File: config.mk
export PLATFORM = sky130hd
export DESIGN_NAME = inlet_dose_sequencer
export DESIGN_NICKNAME = d
export VERILOG_FILES = /design/src/rtl/mfda_ctrl_pkg.sv /design/src/rtl/tick_timer.sv /design/src/rtl/inlet_dose_sequencer.sv
export SDC_FILE = /design/constraint.sdc
export NUM_CORES = 1
export LEC_CHECK = 0
export CAP_MARGIN = 25
export CORE_MARGIN = 2
export CORE_UTILIZATION = 45
export CTS_CLUSTER_SIZE = 20
export DETAILED_ROUTE_END_ITERATION = 6
export PLACE_DENSITY = 0.67
export SLEW_MARGIN = 5
export SYNTH_ARGS = -nofsm -noshare
export SYNTH_HDL_FRONTEND = slang
export SYNTH_SLANG_ARGS = --single-unit
export TNS_END_PERCENT = 20
File: constraint.sdc
create_clock -name clk -period 6.45 [get_ports clk]
set_input_delay 1.935 -clock clk [delete_from_list [all_inputs] [get_ports clk]]
set_output_delay 1.935 -clock clk [all_outputs]
set_load 0.02 [all_outputs]
File: src/rtl/mfda_ctrl_pkg.sv
// rtl/mfda_ctrl_pkg.sv - shared state encoding and pump indices for the inlet dose sequencer
package mfda_ctrl_pkg;

  typedef enum logic [2:0] {
    S_IDLE    = 3'd0,
    S_DOSE3   = 3'd1,
    S_DOSE2   = 3'd2,
    S_DOSE1   = 3'd3,
    S_MIX     = 3'd4,
    S_COLLECT = 3'd5
  } seq_state_t;

  localparam int PUMP_SOLN1 = 0;
  localparam int PUMP_SOLN2 = 1;
  localparam int PUMP_SOLN3 = 2;

  function automatic logic [2:0] pump_onehot(input seq_state_t s);
    logic [2:0] p;
    p = '0;
    case (s)
      S_DOSE1: p[PUMP_SOLN1] = 1'b1;
      S_DOSE2: p[PUMP_SOLN2] = 1'b1;
      S_DOSE3: p[PUMP_SOLN3] = 1'b1;
      default: p = '0;
    endcase
    return p;
  endfunction

endpackage

File: src/rtl/tick_timer.sv
// rtl/tick_timer.sv - prescaled tick counter flagging the last cycle of a phase
module tick_timer #(
  parameter int CNT_W    = 16,
  parameter int PRESCALE = 1000
) (
  input  logic             clk,
  input  logic             rst_n,
  input  logic             clear,
  input  logic [CNT_W-1:0] load,
  output logic             expired
);

  localparam int PW = $clog2(PRESCALE);
  localparam logic [PW-1:0] PRE_LAST = PW'(PRESCALE - 1);

  logic [PW-1:0]    presc_q, presc_d;
  logic [CNT_W-1:0] ticks_q, ticks_d;
  logic             tick;

  always_comb begin
    tick    = (presc_q == PRE_LAST);
    presc_d = tick ? '0 : presc_q + PW'(1);
    ticks_d = tick ? ticks_q + CNT_W'(1) : ticks_q;
    if (clear) begin
      presc_d = '0;
      ticks_d = '0;
    end
  end

  // Fires on the final cycle of tick load-1, so a phase of N ticks spans N*PRESCALE cycles.
  assign expired = tick && (ticks_q == load - CNT_W'(1));

  always_ff @(posedge clk) begin
    if (!rst_n) begin
      presc_q <= '0;
      ticks_q <= '0;
    end else begin
      presc_q <= presc_d;
      ticks_q <= ticks_d;
    end
  end

endmodule

File: src/rtl/inlet_dose_sequencer.sv
// rtl/inlet_dose_sequencer.sv - sequences soln3/soln2/soln1 pumps, mix wait and outlet collection
module inlet_dose_sequencer
  import mfda_ctrl_pkg::*;
#(
  parameter int CNT_W         = 16,
  parameter int PRESCALE      = 1000,
  parameter int MIX_TICKS     = 500,
  parameter int COLLECT_TICKS = 200
) (
  input  logic             clk,
  input  logic             rst_n,
  input  logic             start,
  input  logic             abort,
  input  logic [CNT_W-1:0] dose1_ticks,
  input  logic [CNT_W-1:0] dose2_ticks,
  input  logic [CNT_W-1:0] dose3_ticks,
  output logic             ready,
  output logic             busy,
  output logic [2:0]       pump_en,
  output logic             out_valve,
  output logic             done,
  output logic             err
);

  seq_state_t       state_q, state_d;
  logic [CNT_W-1:0] dose1_q, dose2_q, dose3_q;
  logic [CNT_W-1:0] limit;
  logic             accept, timer_clear, expired;
  logic             done_d, err_d;
  logic             ready_q, busy_q, out_valve_q, done_q, err_q;
  logic [2:0]       pump_en_q;

  assign accept = (state_q == S_IDLE) && start && !abort;

  tick_timer #(.CNT_W(CNT_W), .PRESCALE(PRESCALE)) u_timer (
    .clk     (clk),
    .rst_n   (rst_n),
    .clear   (timer_clear),
    .load    (limit),
    .expired (expired)
  );

  always_comb begin
    state_d = state_q;
    done_d  = 1'b0;
    err_d   = 1'b0;
    case (state_q)
      S_DOSE3:   limit = dose3_q;
      S_DOSE2:   limit = dose2_q;
      S_DOSE1:   limit = dose1_q;
      S_MIX:     limit = CNT_W'(MIX_TICKS);
      S_COLLECT: limit = CNT_W'(COLLECT_TICKS);
      default:   limit = '0;
    endcase
    // Zero-length doses are skipped within the same transition.
    case (state_q)
      S_IDLE: if (accept) begin
        if (dose3_ticks != '0)      state_d = S_DOSE3;
        else if (dose2_ticks != '0) state_d = S_DOSE2;
        else if (dose1_ticks != '0) state_d = S_DOSE1;
        else                        state_d = S_MIX;
      end
      S_DOSE3: if (expired) begin
        if (dose2_q != '0)      state_d = S_DOSE2;
        else if (dose1_q != '0) state_d = S_DOSE1;
        else                    state_d = S_MIX;
      end
      S_DOSE2: if (expired) state_d = (dose1_q != '0) ? S_DOSE1 : S_MIX;
      S_DOSE1: if (expired) state_d = S_MIX;
      S_MIX:   if (expired) state_d = S_COLLECT;
      S_COLLECT: if (expired) begin
        state_d = S_IDLE;
        done_d  = 1'b1;
      end
      default: state_d = S_IDLE;
    endcase
    if (state_q != S_IDLE && abort) begin
      state_d = S_IDLE;
      done_d  = 1'b0;
      err_d   = 1'b1;
    end
    timer_clear = (state_d != state_q) || (state_q == S_IDLE);
  end

  // Outputs decode the next state so they stay aligned with state_q.
  always_ff @(posedge clk) begin
    if (!rst_n) begin
      state_q     <= S_IDLE;
      dose1_q     <= '0;
      dose2_q     <= '0;
      dose3_q     <= '0;
      ready_q     <= 1'b1;
      busy_q      <= 1'b0;
      pump_en_q   <= '0;
      out_valve_q <= 1'b0;
      done_q      <= 1'b0;
      err_q       <= 1'b0;
    end else begin
      state_q     <= state_d;
      if (accept) begin
        dose1_q <= dose1_ticks;
        dose2_q <= dose2_ticks;
        dose3_q <= dose3_ticks;
      end
      ready_q     <= (state_d == S_IDLE);
      busy_q      <= (state_d != S_IDLE);
      pump_en_q   <= pump_onehot(state_d);
      out_valve_q <= (state_d == S_COLLECT);
      done_q      <= done_d;
      err_q       <= err_d;
    end
  end

  assign ready     = ready_q;
  assign busy      = busy_q;
  assign pump_en   = pump_en_q;
  assign out_valve = out_valve_q;
  assign done      = done_q;
  assign err       = err_q;

endmodule

Word-level counts from Yosys, hierarchy flattened. Index checks and enable logic that the tools add are counted.

Add/subtract/negate cells: 3. Bitwise gates (word level): 2. Mux-type cells: 19. Reduce and logical (&&, ||, !) cells: 18. Equal/unequal tests: 12.

Operator list (number): $pmux 16 s5 (1); $reduce_bool 16->1 (5); $mux 3 (12); $pmux 3 s6 (1); $add 16x1->16 const B (1); $eq 16x16->1 (1); $sub 16x1->16 const B (1); $eq 3x2->1 const B (4); $add 10x1->10 const B (1); $eq 10x10->1 const B (1); $eq 3x3->1 const B (3); $eq 3x1->1 const B (2); $logic_not 3->1 (2); $reduce_bool 3->1 (2); $reduce_or 3->1 (2); $mux 1 (5); $logic_and 1x1->1 (4); $ne 3x3->1 (1); $not 1->1 (2); $reduce_or 2->1 (1); $logic_not 1->1 (1); $logic_or 1x1->1 (1).

Bits of input ports: 52. Word-level logic and storage cells: 66. Register bits: 85. Output and inout port bits: 8.

Longest topological paths before layout.
Depth in word-level cells: 11. Depth in mapped cells: 15. Depth with buffers taken out: 13.

Modules after synthesis. Synthesis repeated with hierarchy kept, for this count alone.

Cell total of the unflattened synthesis: 590. Area, all modules: 4682.0 um2.

Modules (own cells, without submodules): inlet_dose_sequencer (area each 2937.8 um2, cells each 369, sequential area each 1181.1 um2, instances 1); tick_timer (area each 1744.2 um2, cells each 221, sequential area each 520.5 um2, instances 1).

Worst setup path after synthesis. No wires, ideal clock.

Kind: input to register. Start: input port dose2_ticks[1]. End: register u_timer.presc_q[9]. Slack: 2393 ps. Buffers on the path: 1. Data arrival time: 3987 ps. Cell stages on the path: 11. Data required time: 6380 ps. Setup time: 70 ps. Cell sequence: nor4_1 > and4_1 > a211oi_1 > o21ai_0 > a31oi_1 > nor2_1 > mux2_2 > a211oi_1 > o221ai_2 > buf_4 > a21oi_1.

Word-level cells in the longest chain between the ends: 9.

RTL lines: from (decl) (line inlet_dose_sequencer.sv:15) `input logic [CNT_W-1:0] dose2_ticks,`; $reduce_bool 16->1 (line inlet_dose_sequencer.sv:59) `else if (dose2_ticks != '0) state_d = S_DOSE2;`; $mux 3 (line inlet_dose_sequencer.sv:59); $mux 3 (line inlet_dose_sequencer.sv:58) `if (dose3_ticks != '0) state_d = S_DOSE3;`; $mux 3 (line inlet_dose_sequencer.sv:57) `S_IDLE: if (accept) begin`; $pmux 3 s6 (line inlet_dose_sequencer.sv:56) `case (state_q)`; $mux 3 (line inlet_dose_sequencer.sv:77) `if (state_q != S_IDLE && abort) begin`; $ne 3x3->1 (line inlet_dose_sequencer.sv:82) `timer_clear = (state_d != state_q) || (state_q == S_IDLE);`; $logic_or 1x1->1 (line inlet_dose_sequencer.sv:82); $reduce_or 3->1 (no source line); to (signal assigned) (line tick_timer.sv:38) `presc_q <= presc_d;`; to (decl) (line tick_timer.sv:16) `logic [PW-1:0] presc_q, presc_d;`.

Every way passes these cells. A chain may end at the register's enable or synchronous reset.

Final worst setup path.
Start: input port dose3_ticks[11]. End: register u_timer.presc_q[3].

Word-level cells in the longest chain between the ends: 8.

RTL lines: from (decl) (line inlet_dose_sequencer.sv:16) `input logic [CNT_W-1:0] dose3_ticks,`; $reduce_bool 16->1 (line inlet_dose_sequencer.sv:58); $mux 3 (line inlet_dose_sequencer.sv:58); $mux 3 (line inlet_dose_sequencer.sv:57); $pmux 3 s6 (line inlet_dose_sequencer.sv:56); $mux 3 (line inlet_dose_sequencer.sv:77); $ne 3x3->1 (line inlet_dose_sequencer.sv:82); $logic_or 1x1->1 (line inlet_dose_sequencer.sv:82); $reduce_or 3->1 (no source line).

Every way passes these cells.

==> flow_metrics.py <==
metrics = {
    "setup_path": {
        "critical_path.max_fanout": 22,
        "rr_startpoint": "state_q[0]$_SDFF_PN0_",
        "worst_ep_required_time_ns": 6.73,
        "crit_end": "u_timer.presc_q[3]$_SDFF_PP0_",
        "critPathLaunchType": "primary input",
        "max_stage_delay_ns": 0.63,
        "startpoint": "dose3_ticks[11]",
        "ff2ff_setup_slack_ns": 1.97,
        "r2r_cells": 13,
        "worstReg2RegEnd": "busy$_SDFF_PN0_",
        "cp.arrival_ns": 5.46,
        "crit_type": "in -> reg",
        "slowest_stage": "nor4_1",
        "crit_chain": "clkdlybuf4s50_1 -> nor4_1 -> nand4_1 -> a211oi_1 -> o21ai_0 -> a31oi_1 -> nor2_1 -> mux2_2 -> a211oi_1 -> o221ai_2 -> buf_8 -> nor3_1",
        "cp_common_cell": "a211oi_1",
        "endpoint_kind": "flop",
    },
    "floorplan": {
        "pin_count": 60,
        "initial_core_util_pct": 45.8,
        "die_height_um": 106,
        "rows": 37,
        "die_w_um": 106,
        "coreArea_sq_um": 10200,
        "die_area_sq_um": 11200,
    },
    "yosys": {
        "synthCells": 598,
        "synth_top_area_share_pct": 36.3,
        "async_flop_share_pct": 0,
        "yosysTopAreaCell": "dfxtp_1",
        "syn-cell-area_sq_um": 4680,
        "syn-num-nets": 653,
        "synth-seq-cells": 85,
        "synth_warnings": 0,
        "yosysSeqAreaShare_pct": 36.3,
        "synth.distinct_cells": 67,
        "postSynthAreaPerCell_sq_um": 7.83,
        "synth_edf_count": 0,
        "ys.flop_type": "dfxtp_1",
        "synthTopCellsByArea": "dfxtp_1, nand2_1, a21oi_1",
    },
    "power": {
        "p_total_mw": 1.06,
        "combPwrFrac_pct": 11.2,
        "sw_frac_of_total_pct": 26.6,
        "p_seq_share_pct": 52.2,
        "power_density_nw_per_um2": 191,
        "p_sw_mw": 0.282,
        "p_clk_share_pct": 36.5,
        "p_leak_nw": 1.84,
        "vdd_drop_max_uv": 104,
        "p_int_mw": 0.777,
    },
    "drt": {
        "drt-initial-drc-count": 233,
        "wirelength_um": 12400,
        "ant_nets": 0,
        "vias": 4400,
        "first_pass_iters": 5,
        "wire_per_inst_um": 15.8,
        "drc_errors": 0,
        "viasPerCell": 5.62,
    },
    "sta": {
        "slew_violations": 0,
        "finalCritPeriodShare_pct": 80.3,
        "worst_pin_slew_ns": 0.908,
        "hold_violations": 0,
        "grt_setup_unrepaired": "no",
        "tns_ns": 0,
        "layout_min_cycle_time_ns": 5.18,
        "slew_headroom_pct": 39.4,
        "finalSetupViolations": 0,
        "fin_skew_ns": 0.0106,
        "fmax_ghz": 0.193,
    },
    "worst_hold_path": {
        "hp-class": "reg -> reg",
        "hp-start": "dose3_q[12]$_SDFFE_PN0P_",
    },
    "clocking": {
        "clock_latency_ns": 0.36,
        "cts_setup_buffers": 0,
        "cts_sinks": 85,
        "clock-root-buffer": "clkbuf_8",
        "cts_tree": "built",
        "numCtsBuffers": 9,
        "path_clk_slew_ns": 0.09,
        "cts_hold_buf": 0,
        "ctsResizeCount": 0,
        "clockBufferDepth": 2,
        "htree_levels": 3,
    },
    "cells_and_area": {
        "antennaDiodeCount": 0,
        "nets": 697,
        "drive_gt1_share_pct": 6.03,
        "syn_to_final_growth_pct": 18.3,
        "num-fill-cells": 997,
    },
    "place": {
        "gp_congestion": 0.864,
        "io_buffers": 59,
        "dpl.hpwl_um": 9360,
    },
    "job": {
        "maxCapViolations": 0,
    },
    "global_routing": {
        "grt_pass1_vias": 4122,
        "antenna_found_initial": 0,
        "grt_max_degree": 55,
        "track_usage_pct": 22.2,
        "grt_pass1_wl_um": 20200,
        "grt-ovfl-total": 0,
    },
    "outcome": {
        "outcome": "finished clean",
    },
}
[cells in the mapped netlist, types with 4 or more instances]
| master | instances |
|---|---|
| o22ai_1 | 4 |
| nor3b_1 | 4 |
| inv_1 | 21 |
| xnor2_1 | 19 |
| xor2_1 | 20 |
| a21oi_1 | 62 |
| and3_1 | 9 |
| o211ai_1 | 6 |
| nor2_1 | 47 |
| o21ai_0 | 10 |
| nand3_1 | 16 |
| a211oi_1 | 7 |
| nand2_1 | 111 |
| nor4_1 | 25 |
| nor3_1 | 11 |
| or3_1 | 6 |
| nand2b_1 | 8 |
| nand4_1 | 13 |
| clkbuf_1 | 22 |
| nor2b_1 | 7 |
| dfxtp_1 | 85 |
| mux2i_1 | 17 |
[area by class of cell]
cell class              instances  area [sq um]  area share, %
flip-flops and latches         85          1700           30.7
multi-input cells             458          2740           49.4
repair buffers                 66           651           11.7
well taps                     136           170           3.07
inverters                      22          82.6           1.49
clock buffers                   9           124           2.24
clock inverters                 7          75.1           1.35
[kinds of logic after synthesis]
family | Yosys count | share of synthesized area [%]
DFF | 85 | 36.3
muxes | 21 | 4.60
AOI/OAI and AO/OA | 117 | 16.2
and+or+nand+nor | 278 | 29.6
adders and majority gates | 3 | 0.802
buffers and inverters | 55 | 5.21
xor gates and xnor gates | 39 | 7.29
[sequential cells by signal, summed over array words and instances, names as in the netlist]
| name | cells |
|---|---|
| dose1_q | 16 |
| dose2_q | 16 |
| dose3_q | 16 |
| u_timer.ticks_q | 16 |
| u_timer.presc_q | 10 |
| pump_en | 3 |
| state_q | 3 |
| busy | 1 |
| done | 1 |
| err | 1 |
| out_valve | 1 |
| ready | 1 |
[stage by stage]
step	cell area, sq um	cells	hold slack (ns)	setup WS, ns	util [%]
after global placement	5330	766	0.441	0.901	52.1
after CTS	5530	782	0.460	1.11	54.0
after detailed placement	5330	766	0.448	0.721	52.1
final	5540	783	0.458	1.27	54.2
after floorplan	4680	598	0.431	2.39	-
after global routing	5540	783	0.485	1.03	54.2
[power groups by stage]
stage	clock network, mW	logic (mW)	registers [mW]
floorplan	0	0.0655	0.561
global placement	0	0.116	0.565
detailed placement	0	0.118	0.566
CTS	0.392	0.118	0.553
global route	0.412	0.130	0.555
finish	0.387	0.119	0.553
[worst min-delay path by stage]
stage | to | slack, ns | cells after the start
6_report | dose3_q[12]$_SDFFE_PN0P_ | 0.46 | 2
5_1_grt | dose3_q[10]$_SDFFE_PN0P_ | 0.49 | 2
4_1_cts | dose3_q[12]$_SDFFE_PN0P_ | 0.46 | 2
3_5_place_dp | dose3_q[12]$_SDFFE_PN0P_ | 0.45 | 2
3_3_place_gp | dose3_q[15]$_SDFFE_PN0P_ | 0.44 | 2
2_1_floorplan | dose3_q[2]$_SDFFE_PN0P_ | 0.43 | 2
[layer usage]
| metal | wire [um] | global-route usage, % |
|---|---|---|
| met1 | 5590 | 29.4 |
| met2 | 6020 | 38.1 |
| met3 | 604 | 3.56 |
| met4 | 169 | 5.36 |
| met5 | 0 | 0 |
[layout by cell type (no fill, tap or decap), types with 4 or more instances in the layout]
cell,n
clkdlybuf4s50_1,59
nor3_1,11
nand3_1,16
dfxtp_1,85
xor2_1,20
nor2b_1,7
nand4_1,13
clkbuf_8,9
nand2b_1,8
and3_1,9
nor3b_1,4
nor4_1,25
o21ai_0,10
inv_1,21
xnor2_1,19
o211ai_1,6
nand2_1,111
a211oi_1,7
nor2_1,47
mux2i_1,17
buf_4,6
or3_1,6
o22ai_1,4
a21oi_1,62
[worst max-delay path: cells and delay by family]
kind | cells | cell delay (ns)
buffers and inverters | 2 | 0.67
multiplexers | 1 | 0.28
AO/OA/AOI/OAI | 5 | 1.31
AND/OR/NAND/NOR | 4 | 1.26
Note: power is estimated with default switching activity, not from simulation.
